## src/rtl/router_arb_pkg.sv

```systemverilog
// Shared types for the router output-port arbiter.
// Port indices, flit type and pointer width.
package router_arb_pkg;

  localparam int NUM_PORTS = 5;
  localparam int FLIT_W    = 10;
  localparam int PTR_W     = 3;

  typedef enum logic [PTR_W-1:0] {
    P_W  = 3'd0,
    P_E  = 3'd1,
    P_N  = 3'd2,
    P_S  = 3'd3,
    P_PE = 3'd4
  } port_e;

  typedef logic [FLIT_W-1:0] flit_t;

endpackage

```

## src/rtl/router_out_arb_rr_pick.sv

```systemverilog
// Round-robin pick: rotate req by ptr, take lowest set bit, rotate back.
// Ports: req, ptr in; one-hot gnt, idx and any out.
module rr_pick
  import router_arb_pkg::*;
#(
  parameter int N = NUM_PORTS
) (
  input  logic [N-1:0]     req,
  input  logic [PTR_W-1:0] ptr,
  output logic [N-1:0]     gnt,
  output logic [PTR_W-1:0] idx,
  output logic             any
);

  logic [N-1:0]     rot;
  logic [PTR_W-1:0] enc;
  logic [PTR_W:0]   sum;

  always_comb begin
    rot = '0;
    for (int k = 0; k < N; k++) begin
      int j;
      j = int'(ptr) + k;
      if (j >= N) j = j - N;
      rot[k] = req[j];
    end
  end

  always_comb begin
    enc = '0;
    for (int i = N - 1; i >= 0; i--) begin
      if (rot[i]) enc = PTR_W'(i);
    end
  end

  assign any = |rot;
  assign sum = {1'b0, ptr} + {1'b0, enc};
  assign idx = (sum >= (PTR_W+1)'(N)) ?
               PTR_W'(sum - (PTR_W+1)'(N)) :
               sum[PTR_W-1:0];
  assign gnt = any ? ({{(N-1){1'b0}}, 1'b1} << idx) : '0;

endmodule

```

## src/rtl/router_out_arb.sv

```systemverilog
// Credit-gated round-robin arbiter with 1-entry output register.
// Ports: req_valid/req_data/req_ready, out_*, credit_ret, credits,
// grant_idx; ROUTER_ARB_STATS_EN adds grant_cnt and stall_cyc.
module router_out_arb
  import router_arb_pkg::*;
#(
  parameter int NUM_REQ = NUM_PORTS,
  parameter int WIDTH   = FLIT_W,
  parameter int CREDITS = 4,
  parameter int CNT_W   = $clog2(CREDITS + 1)
) (
  input  logic                     clk,
  input  logic                     rst_n,
  input  logic [NUM_REQ-1:0]       req_valid,
  input  logic [NUM_REQ*WIDTH-1:0] req_data,
  output logic [NUM_REQ-1:0]       req_ready,
  output logic                     out_valid,
  output logic [WIDTH-1:0]         out_data,
  input  logic                     out_ready,
  input  logic                     credit_ret,
  output logic [CNT_W-1:0]         credits,
  output logic [PTR_W-1:0]         grant_idx
`ifdef ROUTER_ARB_STATS_EN
  ,
  output logic [NUM_REQ*16-1:0]    grant_cnt,
  output logic [15:0]              stall_cyc
`endif
);

  localparam logic [CNT_W-1:0] CMAX = CNT_W'(CREDITS);

  logic [PTR_W-1:0]   rr_ptr;
  logic [NUM_REQ-1:0] gnt;
  logic [PTR_W-1:0]   win;
  logic               any;
  logic               can_accept;
  logic               accept;
  logic [WIDTH-1:0]   win_data;

  rr_pick #(.N(NUM_REQ)) u_pick (
    .req (req_valid),
    .ptr (rr_ptr),
    .gnt (gnt),
    .idx (win),
    .any (any)
  );

  // Only the registered count gates; a same-cycle credit_ret waits.
  assign can_accept = (credits != '0) && (!out_valid || out_ready);
  assign req_ready  = (can_accept && any) ? gnt : '0;
  assign accept     = can_accept && any;

  always_comb begin
    win_data = '0;
    for (int i = 0; i < NUM_REQ; i++) begin
      if (gnt[i]) win_data = req_data[i*WIDTH +: WIDTH];
    end
  end

  always_ff @(posedge clk or negedge rst_n) begin
    if (!rst_n) begin
      out_valid <= 1'b0;
      out_data  <= '0;
      grant_idx <= '0;
      rr_ptr    <= '0;
    end else if (accept) begin
      out_valid <= 1'b1;
      out_data  <= win_data;
      grant_idx <= win;
      rr_ptr    <= (win == PTR_W'(NUM_REQ - 1)) ?
                   '0 : win + PTR_W'(1);
    end else if (out_valid && out_ready) begin
      out_valid <= 1'b0;
    end
  end

  always_ff @(posedge clk or negedge rst_n) begin
    if (!rst_n) begin
      credits <= CMAX;
    end else if (accept && !credit_ret) begin
      credits <= credits - CNT_W'(1);
    end else if (credit_ret && !accept && credits != CMAX) begin
      credits <= credits + CNT_W'(1);
    end
  end

  // Returning a credit that was never taken is a downstream bug.
  always @(posedge clk) begin
    if (rst_n) begin
      assert (!(credit_ret && !accept && credits == CMAX));
    end
  end

`ifdef ROUTER_ARB_STATS_EN
  always_ff @(posedge clk or negedge rst_n) begin
    if (!rst_n) begin
      grant_cnt <= '0;
      stall_cyc <= '0;
    end else begin
      for (int i = 0; i < NUM_REQ; i++) begin
        if (accept && gnt[i] &&
            grant_cnt[i*16 +: 16] != 16'hFFFF)
          grant_cnt[i*16 +: 16] <= grant_cnt[i*16 +: 16] + 16'd1;
      end
      if ((|req_valid) && !accept && stall_cyc != 16'hFFFF)
        stall_cyc <= stall_cyc + 16'd1;
    end
  end
`endif

endmodule

```

## config.mk

```make
export PLATFORM = sky130hd
export DESIGN_NAME = router_out_arb
export DESIGN_NICKNAME = d
export VERILOG_FILES = /design/src/rtl/router_arb_pkg.sv /design/src/rtl/router_out_arb_rr_pick.sv /design/src/rtl/router_out_arb.sv
export SDC_FILE = /design/constraint.sdc
export NUM_CORES = 1
export LEC_CHECK = 0
export CORE_ASPECT_RATIO = 0.5
export CORE_UTILIZATION = 42
export DETAILED_ROUTE_END_ITERATION = 16
export PLACE_DENSITY = 0.77
export SLEW_MARGIN = 0
export SYNTH_ARGS = -nofsm -noshare
export SYNTH_HDL_FRONTEND = slang
export SYNTH_SLANG_ARGS = --single-unit
```

## constraint.sdc

```tcl
create_clock -name clk -period 7.2 [get_ports clk]
set_clock_uncertainty 0.15 [all_clocks]
set_input_delay 1.44 -clock clk [delete_from_list [all_inputs] [get_ports clk]]
set_output_delay 1.44 -clock clk [all_outputs]
set_load 0.005 [all_outputs]
```

==> results of run 1 <==
-- cell type report --
| cell class | instances | area [um^2] | area share |
|---|---|---|---|
| clock buffers | 4 | 88.8 | 0.0244 |
| well taps | 70 | 87.6 | 0.0241 |
| flip-flops and latches | 20 | 502 | 0.138 |
| multi-input cells | 222 | 1760 | 0.483 |
| inverters | 29 | 109 | 0.0299 |
| repair buffers | 117 | 1090 | 0.300 |
-- worst max path at each step --
stage	start	endpoint	slack, ns	cells past startpoint
after floorplan	req_valid[0]	req_ready[4]	0.01	20
after global placement	req_valid[3]	req_ready[4]	-0.36	19
after detailed placement	req_valid[3]	req_ready[4]	-0.56	19
after CTS	req_valid[2]	req_ready[3]	0.01	20
after global routing	req_valid[2]	req_ready[4]	0.003	20
final	req_valid[0]	req_ready[4]	0.23	20
-- timing repair --
item,4_1_cts,5_1_grt
setup endpoints to repair,5,5
pin swaps,6,4
gates resized for setup,21,11
buffers inserted,0,3
-- kinds of logic (layout without fill, tap and decap cells) --
| group | Yosys count | count (layout) | synth area share |
|---|---|---|---|
| AO/OA/AOI/OAI | 79 | 79 | 0.238 |
| XOR/XNOR | 3 | 3 | 0.0110 |
| adder cells (fa/ha/maj) | 22 | 22 | 0.124 |
| buffers and inverters | 46 | 150 | 0.0831 |
| flip-flops | 20 | 20 | 0.210 |
| multiplexers | 31 | 31 | 0.152 |
| AND/OR/NAND/NOR | 87 | 87 | 0.182 |
-- synth_stat cells, types with 2 or more instances --
| library cell | n |
|---|---|
| a211oi_1 | 4 |
| a21boi_0 | 2 |
| a21o_1 | 2 |
| a21oi_1 | 18 |
| a222oi_1 | 10 |
| a22oi_1 | 4 |
| a2bb2oi_1 | 2 |
| a31oi_1 | 2 |
| and2_1 | 2 |
| and3_1 | 3 |
| buf_1 | 3 |
| buf_2 | 2 |
| buf_4 | 2 |
| buf_6 | 2 |
| clkbuf_1 | 7 |
| dfrtp_1 | 19 |
| fa_1 | 3 |
| ha_1 | 19 |
| inv_1 | 29 |
| mux2_1 | 2 |
| mux2_2 | 2 |
| mux2_4 | 2 |
| mux2i_1 | 22 |
| mux4_2 | 3 |
| nand2_1 | 30 |
| nand2b_1 | 2 |
| nand3_1 | 7 |
| nor2_1 | 18 |
| nor2b_1 | 9 |
| nor3_1 | 3 |
| nor3b_1 | 2 |
| o2111ai_1 | 2 |
| o21a_1 | 2 |
| o21ai_0 | 15 |
| o22a_1 | 2 |
| o31ai_2 | 2 |
| o41ai_1 | 2 |
| xnor2_1 | 3 |
-- through the flow --
step / worst slack [ns] / instance area, um^2 / cells
after floorplan: 0.0127 / 2400 / 288
final: 0.230 / 3640 / 462
after global routing: 0.00305 / 3640 / 462
after CTS: 0.0134 / 3580 / 459
after detailed placement: -0.564 / 3450 / 455
after global placement: -0.363 / 3450 / 455
-- per-layer routing --
layer | GRT usage | part of all wire
met5 | 0 | 0
met4 | 0.0560 | 0.015
met3 | 0.0614 | 0.067
met2 | 0.410 | 0.49
met1 | 0.265 | 0.43
-- state kept, by name (all words and copies together) (netlist names) --
signal and count:
credits 3, grant_idx 3, out_data 10, out_valid 1, rr_ptr 3
==> impl_results.rst, run 1 <==
.. list-table::
   :header-rows: 1

   * - Metric
     - Value
   * - Outcome
     - finished, final reports clean
   * - Fmax
     - roughly 0.14 GHz
   * - Worst Path Buf+Inv
     - 5
   * - Worst setup slack for register-to-register paths
     - around 1.3 ns
   * - Hold violation count in the final report
     - 0
   * - Start point of the worst hold path
     - grant_idx[0]
   * - Leading cell types in the layout, fill and taps excluded
     - clkdlybuf4s50_1 (71), buf_4 (35), nand2_1 (30)
   * - Die boundary width
     - ~110 um
   * - Number of synthesized flops with an enable pin
     - 0
   * - Antenna diode instance count
     - 0
   * - Number of clock sinks seen by CTS
     - 20
   * - Critical path's top delay family
     - adder cells
   * - Number of pins with negative max-slew slack in the final report
     - 0
   * - RSZ-0062 raised after global routing
     - no
   * - All-Layer GR Usage
     - 0.227
   * - Final nets
     - approximately 470
   * - Worst skew pair latency
     - ~0.25 ns
   * - Per-instance average area after synthesis
     - around 8.3 um^2
   * - Number of antenna violations at the first check in global routing
     - 0
   * - Rows
     - 18
   * - Worst hold slack
     - about 0.36 ns
   * - Worst endpoint data arrival time
     - about 5.4 ns
   * - Post-synthesis sequential area ratio
     - 0.210
   * - Reg2reg end
     - out_data[2]
   * - Routability cong.
     - roughly 0.9
   * - Critical path required time
     - between 5 and 6 ns
   * - Number of levels the H-tree was split into
     - 1
   * - DIE AREA
     - approximately 0.006 mm^2
   * - DR vias
     - ~2500
   * - Syn Nets
     - roughly 370
   * - Vias in the first global route
     - 2442
   * - Number of filler cells placed in the layout
     - ~390
   * - Critical path cell sequence
     - dlygate4sd2_1, mux4_2, mux2_4, a21oi_4, nand2_1, a21boi_2, ha_2, fa_1, inv_2, ha_4, nor2b_4, o21ai_2, a211oi_2, buf_4, xnor2_2, inv_2, ha_2, nor2b_2, and2_1, dlygate4sd2_1
   * - Starting DRC count in detailed routing
     - approximately 180
   * - Core Region
     - ~0.0052 mm^2
   * - Share of the clock period used by the worst path after layout
     - 0.968
   * - Synthesized area
     - around 0.0024 mm^2
   * - Commonest non-fill, non-tap cell in the layout
     - clkdlybuf4s50_1
   * - Setup TNS
     - 0 ns
   * - Initial core utilization
     - 0.460
   * - Worst relative slew slack
     - 0.419
   * - Post-CTS Hold Buffers
     - 0
   * - Endpoints failing setup
     - 0
   * - Clock slew at the register clock pins of the worst setup and hold paths
     - ~0.06 ns
   * - Number of distinct library cell variants in the gate-level netlist after synthesis
     - approximately 60
   * - Time the final worst path needs with I/O delays and setup
     - 6.97 ns
   * - Area growth from synthesis to layout
     - 51.8%
   * - CP Max Fanout
     - 4
   * - Worst Hold Endpoint
     - grant_idx[0]
   * - Cell at the slowest stage of the critical path
     - mux4_2
   * - Fraction of final layout cells sized beyond drive strength 1
     - 0.189
   * - Root buf cell
     - clkbuf_16
   * - Max-cap violations
     - 0
   * - Via density per instance
     - roughly 5.5
   * - Kind of capture point of the worst setup path
     - output port
   * - Leading area contributor after synthesis
     - dfrtp_1
   * - Count of boundary I/O pins
     - between 80 and 90
   * - Source of the worst register-to-register timing path
     - rr_ptr[1]
   * - Detailed-router iteration count before antenna repair
     - 7
   * - Maximum number of pins on one net before global-route repair
     - 22
   * - Num CTS Buffers
     - 3
   * - Class of the tightest hold or removal check
     - reg2reg
   * - Slew @ Worst Pin
     - approximately 0.87 ns
   * - Worst Path Class, Setup
     - in2out
   * - Path depth of the worst reg2reg path
     - 26
   * - Total congestion overflow
     - 0
   * - Proportion of register bits with asynchronous set or reset after synthesis
     - 1.00
   * - Clock Path Buffers
     - 2
   * - Chip height
     - between 50 and 60 um
   * - Share of the core filled with cells
     - 0.699
   * - Clock tree from TritonCTS
     - yes
   * - Input/output buffers
     - 80
   * - Startpoint kind of the worst setup timing path
     - primary input
   * - Yosys Warn Count
     - 0
   * - Top FF cell, synth
     - dfrtp_1
   * - Biggest area contributors in the synthesized netlist
     - dfrtp_1 (20%), ha_1 (9.9%), mux2i_1 (9.2%)
   * - Global-route wire length before repair
     - 11000 um
   * - Total Wirelength
     - between 6000 and 7000 um
   * - Synthesized flop and latch total
     - 20
   * - Count of mapped cells out of synthesis
     - approximately 290
   * - Biggest cell delay along the critical path
     - approximately 0.46 ns
   * - Antenna viol nets, final
     - 0
   * - Area share of the leading cell type in the synthesized netlist
     - 0.199
   * - Post-route DRC
     - 0
   * - Detailed Place HPWL
     - about 5400 um
   * - Worst hold path cell count
     - 1
   * - Average routed wire per standard cell
     - roughly 15 um
Power of run 1 is left out: the tool's default activity adds up to more than one toggle a clock period on the data nets, which glitch-free logic cannot reach.
==> run 2: changes to the inputs <==
==> constraint.sdc (replaced) <==
create_clock -name clk -period 5.9 [get_ports clk]
set_clock_uncertainty 0.15 [all_clocks]
set_input_delay 1.18 -clock clk [delete_from_list [all_inputs] [get_ports clk]]
set_output_delay 1.18 -clock clk [all_outputs]
set_load 0.005 [all_outputs]
==> run 2 against run 1 <==
  * Register-to-register slack got worse by 0.96 ns
  * Worst setup slack got worse by 0.45 ns
  * The run now ends with setup timing left
  * Wire length rose by 15%
  * Via count rose by 7.3%
  * Cell count rose by 6.7%
  * Critical path type unchanged
  * Non-clock buffer count rose by 31
  * Critical path depth fell by 1
  * Largest cell class unchanged
==> impl_results.rst, run 2 (same netlist as run 1, synthesis figures left out) <==
.. list-table::
   :header-rows: 1

   * - Metric
     - Value
   * - Fmax
     - approximately 0.16 GHz
   * - Post-route DRC
     - 0 (unchanged)
   * - Non-filler cells, final
     - 493 (was 462)
   * - Detailed-router iteration count before antenna repair
     - 7 (unchanged)
   * - Number of antenna violations at the first check in global routing
     - 0 (unchanged)
   * - Worst hold path cell count
     - 2 (was 1)
   * - All-Layer GR Usage
     - 0.260 (was 0.227)
   * - Chip height
     - 55.4 um (unchanged)
   * - Starting DRC count in detailed routing
     - 203 (was 179)
   * - Fraction of final layout cells sized beyond drive strength 1
     - 0.307 (was 0.189)
   * - Critical path required time
     - 4.57 ns (was 5.61 ns)
   * - Total congestion overflow
     - 0 (unchanged)
   * - Path depth of the worst reg2reg path
     - 28 (was 26)
   * - Number of flip-flops under the largest register name
     - 10 (unchanged)
   * - Setup WS pre-CTS
     - -1.08 ns (was -0.564 ns)
   * - Number of filler cells placed in the layout
     - 357 (was 392)
   * - Number of levels the H-tree was split into
     - 1 (unchanged)
   * - Worst Setup SP
     - req_valid[2] (was req_valid[0])
   * - Worst skew pair latency
     - 0.25 ns (about the same)
   * - Placed Cells incl. Taps
     - 477 (was 455)
   * - Input/output buffers
     - 80 (unchanged)
   * - Vias in the first global route
     - 2762 (was 2442)
   * - Multi-input gate area in the final layout
     - 0.00189 mm^2 (was 0.00176 mm^2)
   * - Die boundary width
     - 109 um (unchanged)
   * - Worst hold slack
     - 0.369 ns (was 0.358 ns)
   * - Clock slew at the register clock pins of the worst setup and hold paths
     - 0.05 ns (was 0.06 ns)
   * - Number of clock sinks seen by CTS
     - 20 (unchanged)
   * - Worst Path Class, Setup
     - in2out (unchanged)
   * - Clock tree from TritonCTS
     - yes (unchanged)
   * - Kind of capture point of the worst setup path
     - output port (unchanged)
   * - Maximum number of pins on one net before global-route repair
     - 22 (unchanged)
   * - Class of the tightest hold or removal check
     - reg2reg (unchanged)
   * - Worst relative slew slack
     - 0.399 (was 0.419)
   * - Time the final worst path needs with I/O delays and setup
     - between 6 and 7 ns
   * - Root buf cell
     - clkbuf_16 (unchanged)
   * - Antenna diode instance count
     - 0 (unchanged)
   * - DIE AREA
     - 0.00603 mm^2 (unchanged)
   * - Clock Path Buffers
     - 2 (unchanged)
   * - Commonest non-fill, non-tap cell in the layout
     - clkdlybuf4s50_1 (unchanged)
   * - Num CTS Buffers
     - 3 (unchanged)
   * - RSZ-0062 raised after global routing
     - yes (was no)
   * - Count of boundary I/O pins
     - 81 (unchanged)
   * - Core Region
     - 0.00520 mm^2 (unchanged)
   * - Slew @ Worst Pin
     - 0.898 ns (was 0.868 ns)
   * - Violated checks
     - setup timing
   * - Antenna viol nets, final
     - 0 (unchanged)
   * - Worst setup slack for register-to-register paths
     - 0.33 ns (was 1.29 ns)
   * - Number of pins with negative max-slew slack in the final report
     - 0 (unchanged)
   * - Global-route wire length before repair
     - 12400 um (was 11000 um)
   * - Share of the core filled with cells
     - 0.769 (was 0.699)
   * - Max-cap violations
     - 0 (unchanged)
   * - Initial core utilization
     - 0.460 (unchanged)
   * - Capture point of the critical path
     - req_ready[4] (unchanged)
   * - Register with the highest flop count
     - out_data (unchanged)
   * - Reg2reg end
     - out_data[7] (was out_data[2])
   * - Detailed Place HPWL
     - 5750 um (was 5400 um)
   * - Source of the worst register-to-register timing path
     - rr_ptr[0] (was rr_ptr[1])
   * - Rows
     - 18 (unchanged)
   * - Share of the clock period used by the worst path after layout
     - 1.04
   * - CP Max Fanout
     - 4 (unchanged)
   * - Area taken by flip-flops and latches
     - 503 um^2 (was 502 um^2)
   * - Outcome
     - finished with violations (was finished, final reports clean)
   * - Post-CTS Hold Buffers
     - 0 (unchanged)
   * - PnR worst setup slack
     - -0.220 ns (was 0.230 ns)
   * - DR vias
     - 2729 (was 2544)
   * - Average routed wire per standard cell
     - 15.9 um (was 14.8 um)
   * - Routability cong.
     - 0.828 (was 0.881)
   * - Area growth from synthesis to layout
     - 67.1% (was 51.8%)
   * - Worst endpoint data arrival time
     - 4.79 ns (was 5.38 ns)
   * - Endpoints failing setup
     - 5 (was 0)
   * - Final nets
     - 505 (was 474)
   * - Total Wirelength
     - 7860 um (was 6860 um)
   * - Via density per instance
     - 5.54 (was 5.51)
   * - Hold violation count in the final report
     - 0 (unchanged)
   * - Leading cell types in the layout, fill and taps excluded
     - clkdlybuf4s50_1 (70), buf_4 (65), nand2_1 (30) (was clkdlybuf4s50_1 (71), buf_4 (35), nand2_1 (30))
   * - Startpoint kind of the worst setup timing path
     - primary input (unchanged)
[run 2: changes by cell type in the layout (fill, tap and decap cells not counted), moves of 3 or more]
cell            previous run  this run
dlymetal6s2s_1             4         1
buf_6                      2         8
ha_4                       1         8
buf_2                      0         3
ha_1                      15         8
dlygate4sd2_1              4         0
buf_4                     35        65
[run 2: how the worst min path moves through the flow]
| stage | from | to | slack, ns |
|---|---|---|---|
| 2_1_floorplan | grant_idx[0] | grant_idx[0] | 0.33 |
| 3_3_place_gp | grant_idx[0] | grant_idx[0] | 0.34 |
| 3_5_place_dp | grant_idx[0] | grant_idx[0] | 0.36 |
| 4_1_cts | out_data[9] | out_data[9] | 0.37 |
| 5_1_grt | grant_idx[1] | grant_idx[1] | 0.40 |
| 6_report | out_data[7] | out_data[7] | 0.37 |
[run 2: timing repair]
action                     in CTS  in global routing
gates resized for setup        69                 15
setup endpoints to repair       6                 13
pin swaps                      12                  7
setup buffers                   9                  3
[run 2: worst max-delay path: stages]
cell and delay [ns]:
buf_8 0.10, mux4_2 0.45, mux2_4 0.30, a21oi_4 0.13, nand2_1 0.07, a21boi_1 0.14
ha_2 0.21, fa_1 0.46, inv_2 0.12, ha_4 0.14, nor2b_4 0.15, o21ai_2 0.08
a211oi_2 0.28, mux2_4 0.38, inv_4 0.08, ha_4 0.13, nor2b_4 0.14, and2_4 0.15
buf_6 0.09
[run 2: metrics by stage]
step / instance area (um^2) / TNS, ns
2_1_floorplan: 2490 / -0.356
3_3_place_gp: 3660 / -4.99
3_5_place_dp: 3660 / -7.19
4_1_cts: 3930 / -0.945
5_1_grt: 4000 / -1.84
6_report: 4000 / -0.977
[run 2: layout make-up]
type / count / share of cell area
Clock buffer: 4 / 0.0222
Inverter: 29 / 0.0278
Multi-Input combinational cell: 222 / 0.472
Sequential cell: 20 / 0.126
Tap cell: 70 / 0.0219
Timing Repair Buffer: 148 / 0.330
[run 2: layer usage]
metal,GRT usage,share of wire
met5,0,0
met2,0.476,0.49
met3,0.0496,0.053
met4,0.0772,0.027
met1,0.305,0.43
Power of run 2 is left out for the same reason.
==> run 3: changes to the inputs <==
--- a/config.mk
+++ b/config.mk
@@ -5,9 +5,11 @@
 export SDC_FILE = /design/constraint.sdc
 export NUM_CORES = 1
 export LEC_CHECK = 0
+export CAP_MARGIN = 20
 export CORE_ASPECT_RATIO = 0.5
 export CORE_UTILIZATION = 42
 export DETAILED_ROUTE_END_ITERATION = 16
+export MAX_ROUTING_LAYER = met4
 export PLACE_DENSITY = 0.77
 export SLEW_MARGIN = 0
 export SYNTH_ARGS = -nofsm -noshare
==> run 3 against run 2 <==
  * The flow still finishes with violations (setup timing)
  * Global-route usage rose by 0.53 points
  * Register-to-register slack worse by 0.06 ns
  * Final area is 3.0% higher
  * First-iteration DRC count grew 0.49%
  * Wire length is 3.1% higher
  * Cell count stayed put
  * Flip-flop and latch count is the same
  * Die area unchanged
==> impl_results.rst, run 3 (same netlist as run 1, synthesis figures left out) <==
.. list-table::
   :header-rows: 1

   * - Metric
     - Value
   * - Worst skew pair latency
     - 0.25 ns (about the same)
   * - Hold violation count in the final report
     - 0 (unchanged)
   * - Starting DRC count in detailed routing
     - 204 (was 203)
   * - Endpoints failing setup
     - 5 (unchanged)
   * - Time the final worst path needs with I/O delays and setup
     - 6.19 ns (was 6.12 ns)
   * - Vias in the first global route
     - 2735 (was 2762)
   * - Leading cell types in the layout, fill and taps excluded
     - clkdlybuf4s50_1 (71), buf_4 (62), nand2_1 (30) (was clkdlybuf4s50_1 (70), buf_4 (65), nand2_1 (30))
   * - RSZ-0062 raised after global routing
     - yes (unchanged)
   * - Critical path required time
     - 4.57 ns (about the same)
   * - Startpoint kind of the worst setup timing path
     - primary input (unchanged)
   * - Commonest non-fill, non-tap cell in the layout
     - clkdlybuf4s50_1 (unchanged)
   * - Number of levels the H-tree was split into
     - 1 (unchanged)
   * - Num CTS Buffers
     - 3 (unchanged)
   * - Slew @ Worst Pin
     - 0.891 ns (was 0.898 ns)
   * - DR vias
     - 2731 (was 2729)
   * - Reg2reg end
     - out_data[5] (was out_data[7])
   * - Placed Instance Area
     - 0.00367 mm^2 (was 0.00366 mm^2)
   * - Input/output buffers
     - 80 (unchanged)
   * - Rows
     - 18 (unchanged)
   * - Antenna diode instance count
     - 0 (unchanged)
   * - Fraction of final layout cells sized beyond drive strength 1
     - 0.324 (was 0.307)
   * - Multi-input gate area in the final layout
     - 0.00196 mm^2 (was 0.00189 mm^2)
   * - Global-route wire length before repair
     - 12500 um (was 12400 um)
   * - Share of the clock period used by the worst path after layout
     - 1.05 (was 1.04)
   * - Chip height
     - 55.4 um (unchanged)
   * - Worst hold path cell count
     - 2 (unchanged)
   * - Setup TNS
     - -1.28 ns (was -0.977 ns)
   * - Clock slew at the register clock pins of the worst setup and hold paths
     - 0.06 ns (was 0.05 ns)
   * - Count of boundary I/O pins
     - 81 (unchanged)
   * - Share of the core filled with cells
     - 0.792 (was 0.769)
   * - Start point of the worst hold path
     - out_data[3] (was out_data[7])
   * - Routability cong.
     - 0.848 (was 0.828)
   * - Area taken by flip-flops and latches
     - 503 um^2 (unchanged)
   * - Number of pins with negative max-slew slack in the final report
     - 0 (unchanged)
   * - Violated checks
     - setup timing (unchanged)
   * - DIE AREA
     - 0.00603 mm^2 (unchanged)
   * - Core Region
     - 0.00520 mm^2 (unchanged)
   * - Detailed-router iteration count before antenna repair
     - 7 (unchanged)
   * - Cell at the slowest stage of the critical path
     - mux4_2 (was fa_1)
   * - Number of clock sinks seen by CTS
     - 20 (unchanged)
   * - Clock tree from TritonCTS
     - yes (unchanged)
   * - Number of flip-flops under the largest register name
     - 10 (unchanged)
   * - Average routed wire per standard cell
     - 16.4 um (was 15.9 um)
   * - Post-CTS Hold Buffers
     - 0 (unchanged)
   * - Die boundary width
     - 109 um (unchanged)
   * - PnR worst setup slack
     - -0.293 ns (was -0.220 ns)
   * - Post-route DRC
     - 0 (unchanged)
   * - Fmax
     - 0.161 GHz (was 0.163 GHz)
   * - Worst Hold Endpoint
     - out_data[3] (was out_data[7])
   * - Worst setup slack for register-to-register paths
     - 0.27 ns (was 0.33 ns)
   * - Setup WS pre-CTS
     - -1.10 ns (was -1.08 ns)
   * - Biggest cell delay along the critical path
     - 0.46 ns (about the same)
   * - Root buf cell
     - clkbuf_16 (unchanged)
   * - Total congestion overflow
     - 0 (unchanged)
   * - Post-Layout Inst Area
     - 0.00412 mm^2 (was 0.00400 mm^2)
   * - Area growth from synthesis to layout
     - 72.1% (was 67.1%)
   * - Final nets
     - 505 (unchanged)
   * - All-Layer GR Usage
     - 0.265 (was 0.260)
   * - Number of filler cells placed in the layout
     - 323 (was 357)
   * - Class of the tightest hold or removal check
     - reg2reg (unchanged)
   * - CP Max Fanout
     - 4 (unchanged)
   * - Worst Path Class, Setup
     - in2out (unchanged)
   * - Register with the highest flop count
     - out_data (unchanged)
   * - Max-cap violations
     - 0 (unchanged)
   * - Number of antenna violations at the first check in global routing
     - 0 (unchanged)
   * - Clock Path Buffers
     - 2 (unchanged)
   * - Worst relative slew slack
     - 0.404 (was 0.399)
   * - Kind of capture point of the worst setup path
     - output port (unchanged)
   * - Initial core utilization
     - 0.460 (unchanged)
   * - Outcome
     - finished with violations (unchanged)
   * - Path depth of the worst reg2reg path
     - 29 (was 28)
   * - Critical path cell sequence
     - buf_8, mux4_2, mux2_4, a21oi_4, nand2_1, a21boi_2, ha_2, fa_1, inv_2, ha_4, nor2b_4, nor3b_2, a211oi_2, buf_4, xnor2_4, inv_2, buf_6, ha_4, nor2b_4, and2_4, buf_6 (was buf_8, mux4_2, mux2_4, a21oi_4, nand2_1, a21boi_1, ha_2, fa_1, inv_2, ha_4, nor2b_4, o21ai_2, a211oi_2, mux2_4, inv_4, ha_4, nor2b_4, and2_4, buf_6)
   * - Maximum number of pins on one net before global-route repair
     - 22 (unchanged)
   * - Antenna viol nets, final
     - 0 (unchanged)
   * - Via density per instance
     - 5.54 (about the same)
   * - Total Wirelength
     - 8100 um (was 7860 um)
   * - Source of the worst register-to-register timing path
     - rr_ptr[1] (was rr_ptr[0])
   * - Worst endpoint data arrival time
     - 4.86 ns (was 4.79 ns)
   * - Detailed Place HPWL
     - 5690 um (was 5750 um)
==> run 3: cell types whose count changed in the layout (fill, tap and decap cells not counted), moves of 2 or more <==
cell and change:
buf_6 +5, and3_1 -2, buf_2 -3, buf_4 -3
and3_4 +2
==> run 3: timing repair <==
action,in CTS,in global routing
gates resized for setup,74,24
pin swaps,11,13
setup buffers,7,4
setup endpoints to repair,15,15
==> run 3: worst max-delay path by stage <==
| stage | from | endpoint | slack [ns] | depth (start not counted) |
|---|---|---|---|---|
| floorplan | req_valid[0] | req_ready[4] | -0.27 | 20 |
| global placement | req_valid[2] | req_ready[4] | -0.96 | 19 |
| detailed placement | req_valid[2] | req_ready[4] | -1.10 | 19 |
| CTS | req_valid[2] | req_ready[3] | -0.28 | 19 |
| global route | rr_ptr[1] | req_ready[4] | -0.50 | 25 |
| finish | req_valid[2] | req_ready[4] | -0.29 | 21 |
==> run 3: layout make-up <==
type                    instances  share of cell area
inverters                      29              0.0270
clock buffers                   3              0.0182
well taps                      70              0.0213
clock inverters                 1             0.00729
flip-flops and latches         20               0.122
multi-input cells             222               0.475
repair buffers                148               0.329
==> run 3: metrics by stage <==
step           hold slack (ns)  instances
2_1_floorplan            0.333        288
3_3_place_gp             0.343        479
3_5_place_dp             0.327        479
4_1_cts                  0.361        490
5_1_grt                  0.394        493
6_report                 0.369        493
==> run 3: layer usage <==
metal | wire length (um) | track usage | vias to the layer above
met5 | 0 | - | -
met4 | 162 | 0.0444 | 0
met3 | 395 | 0.0390 | 16
met2 | 4080 | 0.472 | 101
met1 | 3460 | 0.321 | 1299
li1 | - | - | 1315
==> run 3: critical path: cells and delay by family <==
family | cells | cell delay, ns
buffers and inverters | 6 | 0.70
muxes | 2 | 0.75
and+or+nand+nor | 5 | 0.59
xor gates and xnor gates | 1 | 0.13
adders and majority gates | 4 | 0.94
AOI/OAI and AO/OA | 3 | 0.55
Power of run 3 is left out for the same reason.
